### src/rtl/fp_acc_seq.sv
// fp_acc_seq: sequential floating-point accumulator for the IIR datapath.
// Folds N packed floats {sign, signed exponent, mantissa} into one running
// sum, one term per cycle, through the combinational `soma` adder, and
// presents the final sum on a valid/ready output port.
// Optional build macro: FP_ACC_ZERO_SKIP_EN (zero operands bypass the adder).
//
// The adder treats every operand as (-1)^s * 1.m * 2^e (hidden one always
// present), so an all-zero word enters the adder as 1.0 * 2^0; this is the
// exponent bump the zero-skip option avoids.

module soma #(
    parameter int EXP = 8,
    parameter int MAN = 23
) (
    input  logic [MAN+EXP:0] a,
    input  logic [MAN+EXP:0] b,
    output logic [MAN+EXP:0] y
);
    localparam int W     = MAN + EXP + 1;
    localparam int POS_W = $clog2(MAN + 1);
    localparam logic [EXP:0]   SHIFT_LIM = (EXP+1)'(MAN + 2);
    localparam logic [EXP-1:0] ONE_E     = {{(EXP-1){1'b0}}, 1'b1};

    logic             a_big_s;
    logic             s_big_s;
    logic             s_small_s;
    logic [EXP-1:0]   e_big_s;
    logic [EXP-1:0]   e_small_s;
    logic [MAN:0]     m_big_s;
    logic [MAN:0]     m_small_s;
    logic [EXP:0]     diff_s;
    logic [MAN:0]     m_sh_s;
    logic [MAN+1:0]   sum_s;
    logic [MAN:0]     dif_s;
    logic [POS_W-1:0] pos_s;
    logic [POS_W-1:0] nsh_s;
    logic [MAN-1:0]   norm_s;

    // Order operands by magnitude and align the smaller one to the larger exponent.
    always_comb begin
        a_big_s = ($signed(a[W-2:MAN]) > $signed(b[W-2:MAN])) ||
                  ((a[W-2:MAN] == b[W-2:MAN]) && (a[MAN-1:0] >= b[MAN-1:0]));
        if (a_big_s) begin
            s_big_s   = a[W-1];
            e_big_s   = a[W-2:MAN];
            m_big_s   = {1'b1, a[MAN-1:0]};
            s_small_s = b[W-1];
            e_small_s = b[W-2:MAN];
            m_small_s = {1'b1, b[MAN-1:0]};
        end else begin
            s_big_s   = b[W-1];
            e_big_s   = b[W-2:MAN];
            m_big_s   = {1'b1, b[MAN-1:0]};
            s_small_s = a[W-1];
            e_small_s = a[W-2:MAN];
            m_small_s = {1'b1, a[MAN-1:0]};
        end
        diff_s = {e_big_s[EXP-1], e_big_s} - {e_small_s[EXP-1], e_small_s};
        if (diff_s >= SHIFT_LIM) begin
            m_sh_s = {(MAN+1){1'b0}};
        end else begin
            m_sh_s = m_small_s >> diff_s;
        end
    end

    // Add or subtract aligned magnitudes, then renormalise (truncating, no rounding).
    always_comb begin
        sum_s = {1'b0, m_big_s} + {1'b0, m_sh_s};
        dif_s = m_big_s - m_sh_s;
        pos_s = {POS_W{1'b0}};
        for (int i = 0; i <= MAN; i++) begin
            if (dif_s[i]) begin
                pos_s = POS_W'(i);
            end else begin
                pos_s = pos_s;
            end
        end
        nsh_s  = POS_W'(MAN) - pos_s;
        norm_s = dif_s[MAN-1:0] << nsh_s;
        if (s_big_s == s_small_s) begin
            if (sum_s[MAN+1]) begin
                y = {s_big_s, e_big_s + ONE_E, sum_s[MAN:1]};
            end else begin
                y = {s_big_s, e_big_s, sum_s[MAN-1:0]};
            end
        end else if (dif_s == {(MAN+1){1'b0}}) begin
            y = {W{1'b0}};
        end else begin
            y = {s_big_s, e_big_s - EXP'(nsh_s), norm_s};
        end
    end
endmodule

module fp_acc_seq #(
    parameter int EXP   = 8,
    parameter int MAN   = 23,
    parameter int LEN_W = 8
) (
    input  logic               clk,
    input  logic               rst,
    input  logic               start,
    input  logic [LEN_W-1:0]   len,
    input  logic               in_valid,
    output logic               in_ready,
    input  logic [MAN+EXP:0]   in_data,
    output logic               out_valid,
    input  logic               out_ready,
    output logic [MAN+EXP:0]   out_data,
    output logic               busy
);
    localparam int W = MAN + EXP + 1;
    localparam logic [LEN_W-1:0] CNT_ONE  = {{(LEN_W-1){1'b0}}, 1'b1};
    localparam logic [LEN_W-1:0] CNT_ZERO = {LEN_W{1'b0}};
    localparam logic [W-1:0]     WORD_ZERO = {W{1'b0}};

    typedef enum logic [1:0] {
        ST_IDLE  = 2'd0,
        ST_FIRST = 2'd1,
        ST_ACC   = 2'd2,
        ST_DONE  = 2'd3
    } state_t;

    state_t           state_r, state_s;
    logic [W-1:0]     acc_r, acc_s;
    logic [LEN_W-1:0] cnt_r, cnt_s;
    logic [LEN_W-1:0] len_r, len_s;
    logic             in_ready_r, out_valid_r, busy_r;
    logic [W-1:0]     out_data_r, out_data_s;
    logic [W-1:0]     sum_s;
    logic [W-1:0]     first_val_s;
    logic [W-1:0]     step_val_s;
    logic [LEN_W-1:0] cnt_inc_s;
    logic             xfer_s;

    // True when exponent and mantissa are both zero (sign ignored).
    function automatic logic is_zero(input logic [W-1:0] x);
        return (x[W-2:0] == {(W-1){1'b0}});
    endfunction

    soma #(.EXP(EXP), .MAN(MAN)) u_soma (
        .a (acc_r),
        .b (in_data),
        .y (sum_s)
    );

    // Value loaded by the first term and by each subsequent term.
    always_comb begin
`ifdef FP_ACC_ZERO_SKIP_EN
        first_val_s = is_zero(in_data) ? WORD_ZERO : in_data;
        if (is_zero(in_data)) begin
            step_val_s = acc_r;
        end else if (is_zero(acc_r)) begin
            step_val_s = in_data;
        end else begin
            step_val_s = sum_s;
        end
`else
        first_val_s = in_data;
        step_val_s  = sum_s;
`endif
    end

    // Next-state, datapath and next-output logic.
    always_comb begin
        state_s   = state_r;
        acc_s     = acc_r;
        cnt_s     = cnt_r;
        len_s     = len_r;
        xfer_s    = in_valid & in_ready_r;
        cnt_inc_s = cnt_r + CNT_ONE;
        case (state_r)
            ST_IDLE: begin
                if (start) begin
                    len_s = len;
                    cnt_s = CNT_ZERO;
                    if (len == CNT_ZERO) begin
                        acc_s   = WORD_ZERO;
                        state_s = ST_DONE;
                    end else begin
                        state_s = ST_FIRST;
                    end
                end else begin
                    state_s = ST_IDLE;
                end
            end
            ST_FIRST: begin
                if (xfer_s) begin
                    acc_s = first_val_s;
                    cnt_s = CNT_ONE;
                    if (len_r == CNT_ONE) begin
                        state_s = ST_DONE;
                    end else begin
                        state_s = ST_ACC;
                    end
                end else begin
                    state_s = ST_FIRST;
                end
            end
            ST_ACC: begin
                if (xfer_s) begin
                    acc_s = step_val_s;
                    cnt_s = cnt_inc_s;
                    if (cnt_inc_s == len_r) begin
                        state_s = ST_DONE;
                    end else begin
                        state_s = ST_ACC;
                    end
                end else begin
                    state_s = ST_ACC;
                end
            end
            ST_DONE: begin
                if (out_ready) begin
                    state_s = ST_IDLE;
                end else begin
                    state_s = ST_DONE;
                end
            end
            default: begin
                state_s = ST_IDLE;
            end
        endcase
        if (state_s == ST_DONE) begin
            out_data_s = acc_s;
        end else begin
            out_data_s = out_data_r;
        end
    end

    // State, datapath and registered handshake outputs.
    always_ff @(posedge clk or negedge rst) begin
        if (!rst) begin
            state_r     <= ST_IDLE;
            acc_r       <= WORD_ZERO;
            cnt_r       <= CNT_ZERO;
            len_r       <= CNT_ZERO;
            in_ready_r  <= 1'b0;
            out_valid_r <= 1'b0;
            busy_r      <= 1'b0;
            out_data_r  <= WORD_ZERO;
        end else begin
            state_r     <= state_s;
            acc_r       <= acc_s;
            cnt_r       <= cnt_s;
            len_r       <= len_s;
            in_ready_r  <= (state_s == ST_FIRST) || (state_s == ST_ACC);
            out_valid_r <= (state_s == ST_DONE);
            busy_r      <= (state_s != ST_IDLE);
            out_data_r  <= out_data_s;
        end
    end

    assign in_ready  = in_ready_r;
    assign out_valid = out_valid_r;
    assign busy      = busy_r;
    assign out_data  = out_data_r;
endmodule

### config.mk
export PLATFORM = sky130hd
export DESIGN_NAME = fp_acc_seq
export DESIGN_NICKNAME = d
export VERILOG_FILES = /design/src/rtl/fp_acc_seq.sv
export SDC_FILE = /design/constraint.sdc
export NUM_CORES = 1
export LEC_CHECK = 0
export CORE_ASPECT_RATIO = 1.75
export CORE_MARGIN = 5
export CORE_UTILIZATION = 65
export DETAILED_ROUTE_END_ITERATION = 7
export HOLD_SLACK_MARGIN = 0.08
export PLACE_DENSITY = 0.86
export REMOVE_ABC_BUFFERS = 1
export SYNTH_ARGS = -nofsm -noshare
export SYNTH_HDL_FRONTEND = slang
export SYNTH_SLANG_ARGS = --single-unit
### constraint.sdc
create_clock -name clk -period 17.03 [get_ports clk]
set_input_delay 1.703 -clock clk [delete_from_list [all_inputs] [get_ports clk]]
set_output_delay 1.703 -clock clk [all_outputs]
set_load 0.02 [all_outputs]
Word level (Yosys, flattened, before mapping)
Cells that the tools add are included.
Cells by class
  $add $sub $neg: 7
  order comparisons: 3
  equal/unequal tests: 13
  shift-type cells: 2
  mux-type cells: 50
  bitwise logic cells: 1
  reduce and logical (&&, ||, !) cells: 10
Operators with widths (count)
  32-bit 2-to-1 mux: 6
  32-bit case mux with 3 select lines: 1
  23-bit 2-to-1 mux: 2
  5-bit 2-to-1 mux: 8
  8-bit 2-to-1 mux: 5
  4-bit 2-to-1 mux: 8
  31-bit 2-to-1 mux: 1
  24-bit by 24-bit adder with 25-bit output: 1
  24-bit logical NOT: 1
  24-bit 2-to-1 mux: 1
  8-bit case mux with 3 select lines: 1
  24-bit by 9-bit >> shifter with 24-bit output: 1
  24-bit subtractor: 1
  23-bit greater-or-equal comparator: 1
  23-bit by 5-bit << shifter with 23-bit output: 1
  8-bit by 1-bit adder with 8-bit output (second input constant): 2
  8-bit equality test: 2
  2-bit 2-to-1 mux: 7
  3-bit 2-to-1 mux: 4
  9-bit by 5-bit greater-or-equal comparator with 1-bit output (second input constant): 1
  8-bit by 8-bit subtractor with 9-bit output: 1
  2-bit equality test (second input constant): 4
  8-bit by 1-bit equality test with 1-bit output (second input constant): 1
  8-bit greater-than comparator: 1
  other kinds (16): 24
Storage, ports and cells
  register bits after elaboration: 85
  output and inout port bits: 35
  logic and storage cells: 94

Logic depth before layout (Yosys ltp)
Gate-level depths: netlist of run 1.
  depth in word-level cells: 37
  mapped depth: 52
  depth with buffers taken out: 44

Hierarchy
From an unflattened synthesis of run 1, not the netlist that was laid out.
Second synthesis, totals
  cell total of the unflattened synthesis: 1553
  area total of the unflattened synthesis: 12102.9 µm²
Modules (own cells, without submodules)
  soma: instances 1, cells each 1244, area an instance 7987.7 µm², sequential area each 0.0 µm²
  fp_acc_seq: instances 1, cells each 309, area an instance 4115.2 µm², sequential area each 2127.0 µm²

Least setup slack after synthesis of run 1
Ideal clock, no wire load.
  path type: in2reg
  from: input port in_data[26]
  to: register out_data_r[30] (netlist: out_data[30])
  library setup time: 0.125 ns
  arrival time: 11.400 ns
  path slack: 5.505 ns
  stages on the path: 47
  cells stage by stage: inv_1 > ha_1 > nand4_1 > a2111oi_2 > and3b_2 > o211ai_2 > a21oi_1 > a22oi_1 > ha_1 > a41oi_2 > a21oi_2 > o31a_1 > a2111o_1 > a221oi_2 > buf_4 > clkbuf_1 > clkbuf_1 > nand2_1 > [... 11 more ...] > o311ai_1 > nor3_1 > a2bb2oi_1 > o21ai_1 > buf_2 > inv_2 > buf_2 > ha_1 > nor2b_1 > o21ai_0 > nand2b_1 > a21o_1 > a211oi_1 > a31oi_1 > xnor2_1 > nor3_1 > a221o_1 > mux2_2
On the way
  longest elaborated chain between the ends: 37
  elaborated cells on any way between the ends: 49
  classes of those cells: 6 x add/sub; 2 x order compare; 2 x eq/ne; 1 x shift; 35 x mux; 3 x reduce/logical
RTL lines
  from (decl): RTL line 105  | input logic [MAN+EXP:0] in_data,
  parallel branches: the longest is 34 deep, another holds 24-bit subtractor
  32-bit 2-to-1 mux (*): RTL line 80  | if (s_big_s == s_small_s) begin
  32-bit 2-to-1 mux (*): RTL line 200  | if (xfer_s) begin
  32-bit case mux with 3 select lines (*): RTL line 171  | case (state_r)
  named net acc_s[30]: RTL line 124  | logic [W-1:0] acc_r, acc_s;
  to (signal assigned): RTL line 249  | out_data_r <= out_data_s;
  to (decl): RTL line 128  | logic [W-1:0] out_data_r, out_data_s;
Mark *: on every way through the listed nets, which the timed path passes.
A chain may end at the register's enable or synchronous reset.

Worst setup path in the final report of run 1
  from: input port in_data[16]
  to: register out_data_r[30] (netlist: out_data[30])
On the way
  longest elaborated chain between the ends: 37
  elaborated cells on any way between the ends: 48
  classes of those cells: 6 x add/sub; 2 x order compare; 1 x eq/ne; 1 x shift; 35 x mux; 3 x reduce/logical
RTL lines
  23-bit greater-or-equal comparator: RTL line 42  | ((a[W-2:MAN] == b[W-2:MAN]) && (a[MAN-1:0] >= b[MAN-1:0]));
  1-bit logical AND: RTL line 42
  1-bit logical OR: RTL line 41  | a_big_s = ($signed(a[W-2:MAN]) > $signed(b[W-2:MAN])) ||
  8-bit 2-to-1 mux: RTL line 43  | if (a_big_s) begin
  8-bit by 8-bit subtractor with 9-bit output: RTL line 58  | diff_s = {e_big_s[EXP-1], e_big_s} - {e_small_s[EXP-1], e_small_s};
  9-bit by 5-bit greater-or-equal comparator with 1-bit output or 24-bit by 9-bit >> shifter with 24-bit output (tied branches): RTL line 59, 62
  24-bit 2-to-1 mux: RTL line 59  | if (diff_s >= SHIFT_LIM) begin
  24-bit subtractor: RTL line 69  | dif_s = m_big_s - m_sh_s;
  [... 15 more ...]
  5-bit 2-to-1 mux (8 in a row): RTL line 72  | if (dif_s[i]) begin
  5-bit subtractor: RTL line 78  | nsh_s = POS_W'(MAN) - pos_s;
  8-bit by 5-bit subtractor with 8-bit output: RTL line 89  | y = {s_big_s, e_big_s - EXP'(nsh_s), norm_s};
  32-bit 2-to-1 mux: RTL line 86  | end else if (dif_s == {(MAN+1){1'b0}}) begin
  32-bit 2-to-1 mux (*): RTL line 80
  32-bit 2-to-1 mux (*): RTL line 200
  32-bit case mux with 3 select lines (*): RTL line 171
  named net acc_s[30]: RTL line 124
The timed path passes the listed nets; every way through them passes the cells marked *.

==> flow_metrics.tcl, run 1 <==
set metrics [dict create \
    synth_edf_count 0 \
    min_period_ns 14.15 \
    path_class "in2reg" \
    worstMarginPinSlew_ns 1.28 \
    finalClockSkew_ns 0.0130 \
    async_flop_share_pct 100 \
    nFillCells 1503 \
    synth_top_family_by_area "compound AO/OA/AOI/OAI gates" \
    layout_common_cells "162 x nand2_1, 150 x nor2_1, 132 x o21ai_0, 113 x inv_1, 106 x a21oi_1" \
    cts_resized 0 \
    tns_ns 0 \
    synthFlopType "dfrtp_1" \
    drt-total-wl_mm 51.3 \
    cp.required_ns 17.27 \
    wire_per_inst_um 26.9 \
    root_buffer "clkbuf_16" \
    path_clk_slew_ns 0.06 \
    crit_path_end_kind "register" \
    synth-seq-cells 85 \
    hpwl_mm 38.3 \
    ys_types 95 \
    seq_area_frac_synth_pct 17.4 \
    synthCells 1658 \
    antenna_found_initial 1 \
    ant_nets 0 \
    firstDrtPassIters 8 \
    drcViolationCount 2 \
    io_pins 80 \
    cpPeakStageDelay_ns 0.79 \
    grt_usage_pct 46.8 \
    antenna_cells 0 \
    ctsHoldBuffers 0 \
    die_y_um 192 \
    synthMuxAreaShare_pct 10.3 \
    synth_warnings 0 \
    setup_viol 0 \
    grt_overflow 0 \
    syn2layout_area_growth_pct 9.64 \
    clock_sinks 85 \
    place_congestion 1.11 \
    detailroute.via_count 13972 \
    io_buffers 79 \
    start_kind "primary input" \
    rrSetupSlack_ns 4.39 \
    hold_viol_final 0 \
    path_max_fanout 63 \
    rows 66 \
    drv_slew 0 \
    cap_violations 0 \
    relSlewSlack_pct 13.8 \
    die_w_um 114 \
    synthSimpleGateAreaFrac_pct 21.0 \
    crit_slowest_cell "o311ai_1" \
    violations "DRC" \
    die_area_mm2 0.0218 \
    synth-compound-area-share_pct 29.4 \
    cts_buffers 9 \
    drive_above_1_share_pct 7.65 \
    grt_first_pass_wirelength_mm 78.3 \
    post_cts_buffers 0 \
    grt_pass1_vias 13736 \
    cts_tree "done" \
    htreeDepth 3 \
    nets 1808 \
    layout_commonest_cell "nand2_1" \
    clk_path_buf_depth 2 \
    hp-class "reg2reg" \
    outcome "complete, but fails checks" \
    critPathMostFrequentCell "ha_1" \
    max_freq_mhz 70.7 \
    core-area_mm2 0.0186 \
    rsz0062_at_grt "no" \
    clk-insertion-delay-late_ns 0.36 \
    avgSynthCellArea_um2 7.39 \
    finalCritPeriodShare_pct 83.1 \
    drt-initial-drc-count 2176 \
    crit_arrival_ns 14.39 \
    grt_max_degree 68 \
    synth_adder_area_share_pct 9.88 \
    initial_core_util_pct 66.0 \
    routed_via_density 7.31 \
    netlist_area_mm2 0.0123 \
    synth_xor_area_share_pct 5.16 \
]
[layer usage]
layer	part of all wire, %	global-route usage [%]
met1	32	49.7
met2	46	77.5
met3	11	12.1
met4	11	37.6
met5	0	0.952
[worst paths after layout]
check                              from            to  cells past startpoint
min in group asynchronous           rst      cnt_r[3]                      1
max reg2reg                   acc_r[23]  out_data[30]                     46
min                        out_data[23]  out_data[23]                      1
min reg2reg                out_data[23]  out_data[23]                      1
max in group asynchronous           rst   out_data[5]                      2
max                         in_data[16]  out_data[30]                     45
[cells in the mapped netlist (9+ instances only)]
library cell,n,area (um2)
inv_1,113,424
nand4_1,17,106
xnor2_1,45,394
a22oi_1,17,128
nor4_1,14,87.6
a41oi_1,11,96.3
buf_1,13,48.8
dfrtp_1,85,2130
o21bai_1,10,75.1
o211ai_1,21,158
nor2b_1,29,181
and3_1,12,75.1
a211oi_1,28,210
clkbuf_1,65,244
mux2i_1,66,661
o21a_1,12,90.1
o31ai_1,18,135
nand3_1,48,240
buf_2,18,90.1
ha_1,92,1150
o21ai_0,132,661
o22ai_1,16,100
a21o_1,18,135
nand2b_1,21,131
a221o_1,9,90.1
nor3_1,32,160
nand2_1,162,608
nor2_1,150,563
and2_1,14,87.6
a21oi_1,106,531
xor2_1,24,210
a221oi_1,12,105
a31oi_1,22,138
mux2_2,47,529
[final cells by class]
cell class                      count  area [um2]  share of cell area [%]
Tap cell                          238         298                    2.22
Sequential cell                    85        2130                    15.8
Inverter                          115         432                    3.21
Multi-Input combinational cell   1358        9330                    69.4
Clock buffer                       10         239                    1.78
Clock inverter                      6        75.1                   0.559
Timing Repair Buffer               99         938                    6.98
[worst max-delay path: cells and delay by family]
kind	cells	cell delay, ns
xor gates and xnor gates	1	0.20
AOI/OAI and AO/OA	21	5.49
adders and majority gates	5	1.59
and+or+nand+nor	12	3.25
muxes	1	0.26
buffers and inverters	5	1.86
[through the flow]
| step | hold slack (ns) | instances | setup slack (ns) | instance area [um2] | util (%) |
|---|---|---|---|---|---|
| after detailed placement | 0.492 | 1895 | 3.00 | 13100 | 70.6 |
| after global placement | 0.489 | 1895 | 3.20 | 13100 | 70.6 |
| after floorplan | 0.475 | 1558 | 3.82 | 11800 | - |
| after global routing | 0.529 | 1911 | 2.21 | 13400 | 72.3 |
| after CTS | 0.517 | 1911 | 3.34 | 13400 | 72.3 |
| final | 0.514 | 1911 | 2.88 | 13400 | 72.3 |
[state kept, by name, indices dropped and copies added, names as in the netlist]
| signal | count |
|---|---|
| out_data | 32 |
| cnt_r | 8 |
| state_r | 2 |
| acc_r | 32 |
| busy | 1 |
| out_valid | 1 |
| in_ready | 1 |
| len_r | 8 |
[kinds of logic after synthesis]
family,after synthesis
mux,118
fa+ha+maj,95
xor+xnor,70
buf+inv,215
flops,85
simple gates,541
compound gates,534
Power of run 1 is not shown: default switching activity piles up to over one toggle a cycle in this logic, so the estimate is an artifact.
==> run 2: changes to the inputs <==
Settings changed: CORE_UTILIZATION 65 to 56, PLACE_DENSITY 0.86 to 0.79.
Clock period 17.03 ns to 12.97 ns, I/O delays scaled along.
==> flow_metrics.tcl, run 2 (synthesized netlist as in run 1, its figures left out) <==
set metrics [dict create \
    outcome "finished clean" \
    r2r-end "out_data[30]" \
    syn2layout_area_growth_pct 11.9 \
    routed_via_density 6.90 \
    die_y_um 206 \
    drive_above_1_share_pct 9.15 \
    drcViolationCount 0 \
    path_clk_slew_ns 0.07 \
    grt_overflow 0 \
    wire_per_inst_um 25.9 \
    tns_ns 0 \
    io_buffers 79 \
    grt_first_pass_wirelength_mm 77.7 \
    root_buffer "clkbuf_16" \
    grt_usage_pct 40.8 \
    worstReg2RegStart "acc_r[26]" \
    antenna_found_initial 1 \
    holdPathEnd "out_data[14]" \
    relSlewSlack_pct 28.0 \
    grt_pass1_vias 13481 \
    cts_buffers 9 \
    ant_nets 0 \
    detailroute.via_count 13715 \
    drt-initial-drc-count 1548 \
    die_w_um 122 \
    crit_path_end_kind "register" \
    hold_viol_final 0 \
    holdPathStages 2 \
    die_area_mm2 0.0251 \
    grt_max_degree 61 \
    drv_slew 0 \
    cp.required_ns 13.20 \
    finalClockSkew_ns 0.00498 \
    firstDrtPassIters 6 \
    clk_path_buf_depth 2 \
    core-area_mm2 0.0215 \
    cap_violations 0 \
    nets 1829 \
    initial_core_util_pct 57.0 \
    crit_arrival_ns 12.34 \
    io_pins 80 \
    rr_worst_depth 44 \
    finalCritPeriodShare_pct 93.3 \
    place_congestion 1.08 \
    hp-start "out_data[14]" \
    layout_commonest_cell "nand2_1" \
    hp-class "reg2reg" \
    rrSetupSlack_ns 2.03 \
    htreeDepth 3 \
    hpwl_mm 40.1 \
    rsz0062_at_grt "no" \
    max_freq_mhz 82.6 \
    worstMarginPinSlew_ns 1.07 \
    rows 71 \
    min_period_ns 12.10 \
    cpPeakStageDelay_ns 0.67 \
    clock_sinks 85 \
    setup_viol 0 \
    crit_slowest_cell "a311oi_2" \
    cts_tree "done" \
    path_class "in2reg" \
    layout_common_cells "162 x nand2_1, 150 x nor2_1, 132 x o21ai_0, 113 x inv_1, 106 x a21oi_1" \
    ctsHoldBuffers 0 \
    clk-insertion-delay-late_ns 0.34 \
    start_kind "primary input" \
    path_max_fanout 50 \
    drt-total-wl_mm 51.4 \
]
[run 2: changes by cell type in the layout (fill, tap and decap cells not counted), moves of 2 or more]
cell      before  now
buf_4         21   41
a311oi_1       5    3
a311oi_2       0    2
xnor2_1       43   41
xnor2_2        2    4
[run 2: final cells by class]
class | instances | area, um2
diodes | 1 | 2.50
clock buffers | 9 | 225
clock inverters | 7 | 81.3
fillers | 2011 | 7790
inverters | 115 | 432
multi-input cells | 1358 | 9370
flip-flops and latches | 85 | 2130
well taps | 292 | 365
repair buffers | 120 | 1110
[run 2: timing repair]
| action | 4_1_cts | 5_1_grt |
|---|---|---|
| resized for setup | 0 | 6 |
| buffers inserted | 0 | 2 |
| setup endpoints to repair | 0 | 10 |
[run 2: critical path: cells and delay by family]
kind | cells | cell delay [ns]
muxes | 3 | 0.74
AOI/OAI and AO/OA | 17 | 4.72
xor gates and xnor gates | 1 | 0.20
and+or+nand+nor | 14 | 2.29
adders and majority gates | 4 | 1.27
buffers and inverters | 7 | 1.75
[run 2: metrics by stage]
| step | utilization, % | cells | setup WS (ns) | hold slack, ns | instance area (um2) |
|---|---|---|---|---|---|
| floorplan | - | 1558 | 0.169 | 0.475 | 11800 |
| global placement | 62.0 | 1968 | 0.596 | 0.477 | 13300 |
| detailed placement | 62.0 | 1968 | 0.446 | 0.491 | 13300 |
| CTS | 63.4 | 1984 | 0.764 | 0.505 | 13600 |
| global route | 63.7 | 1986 | 0.152 | 0.534 | 13700 |
| finish | 63.8 | 1987 | 0.865 | 0.499 | 13700 |
[run 2: per-layer routing]
layer  track usage, %  share of wire, %
met3             8.31               8.2
met5                0                 0
met1             43.7                34
met4             33.7                11
met2             68.1                47
[run 2: worst max-delay path by stage]
stage	start	endpoint	slack (ns)	depth (start not counted)
3_5_place_dp	in_data[26]	out_data[5]	0.45	41
6_report	in_data[26]	out_data[30]	0.87	46
3_3_place_gp	in_data[26]	out_data[30]	0.60	44
4_1_cts	in_data[26]	out_data[5]	0.76	41
2_1_floorplan	in_data[23]	out_data[30]	0.17	40
5_1_grt	in_data[26]	out_data[30]	0.15	47
Power of run 2 is left out for the same reason.
==> run 3: changes to the inputs <==
Settings changed: SLEW_MARGIN from default to 20.
==> results of run 3 <==
The final DEF is identical to that of run 2; final timing and power are the same.
Power of run 3 is left out for the same reason.
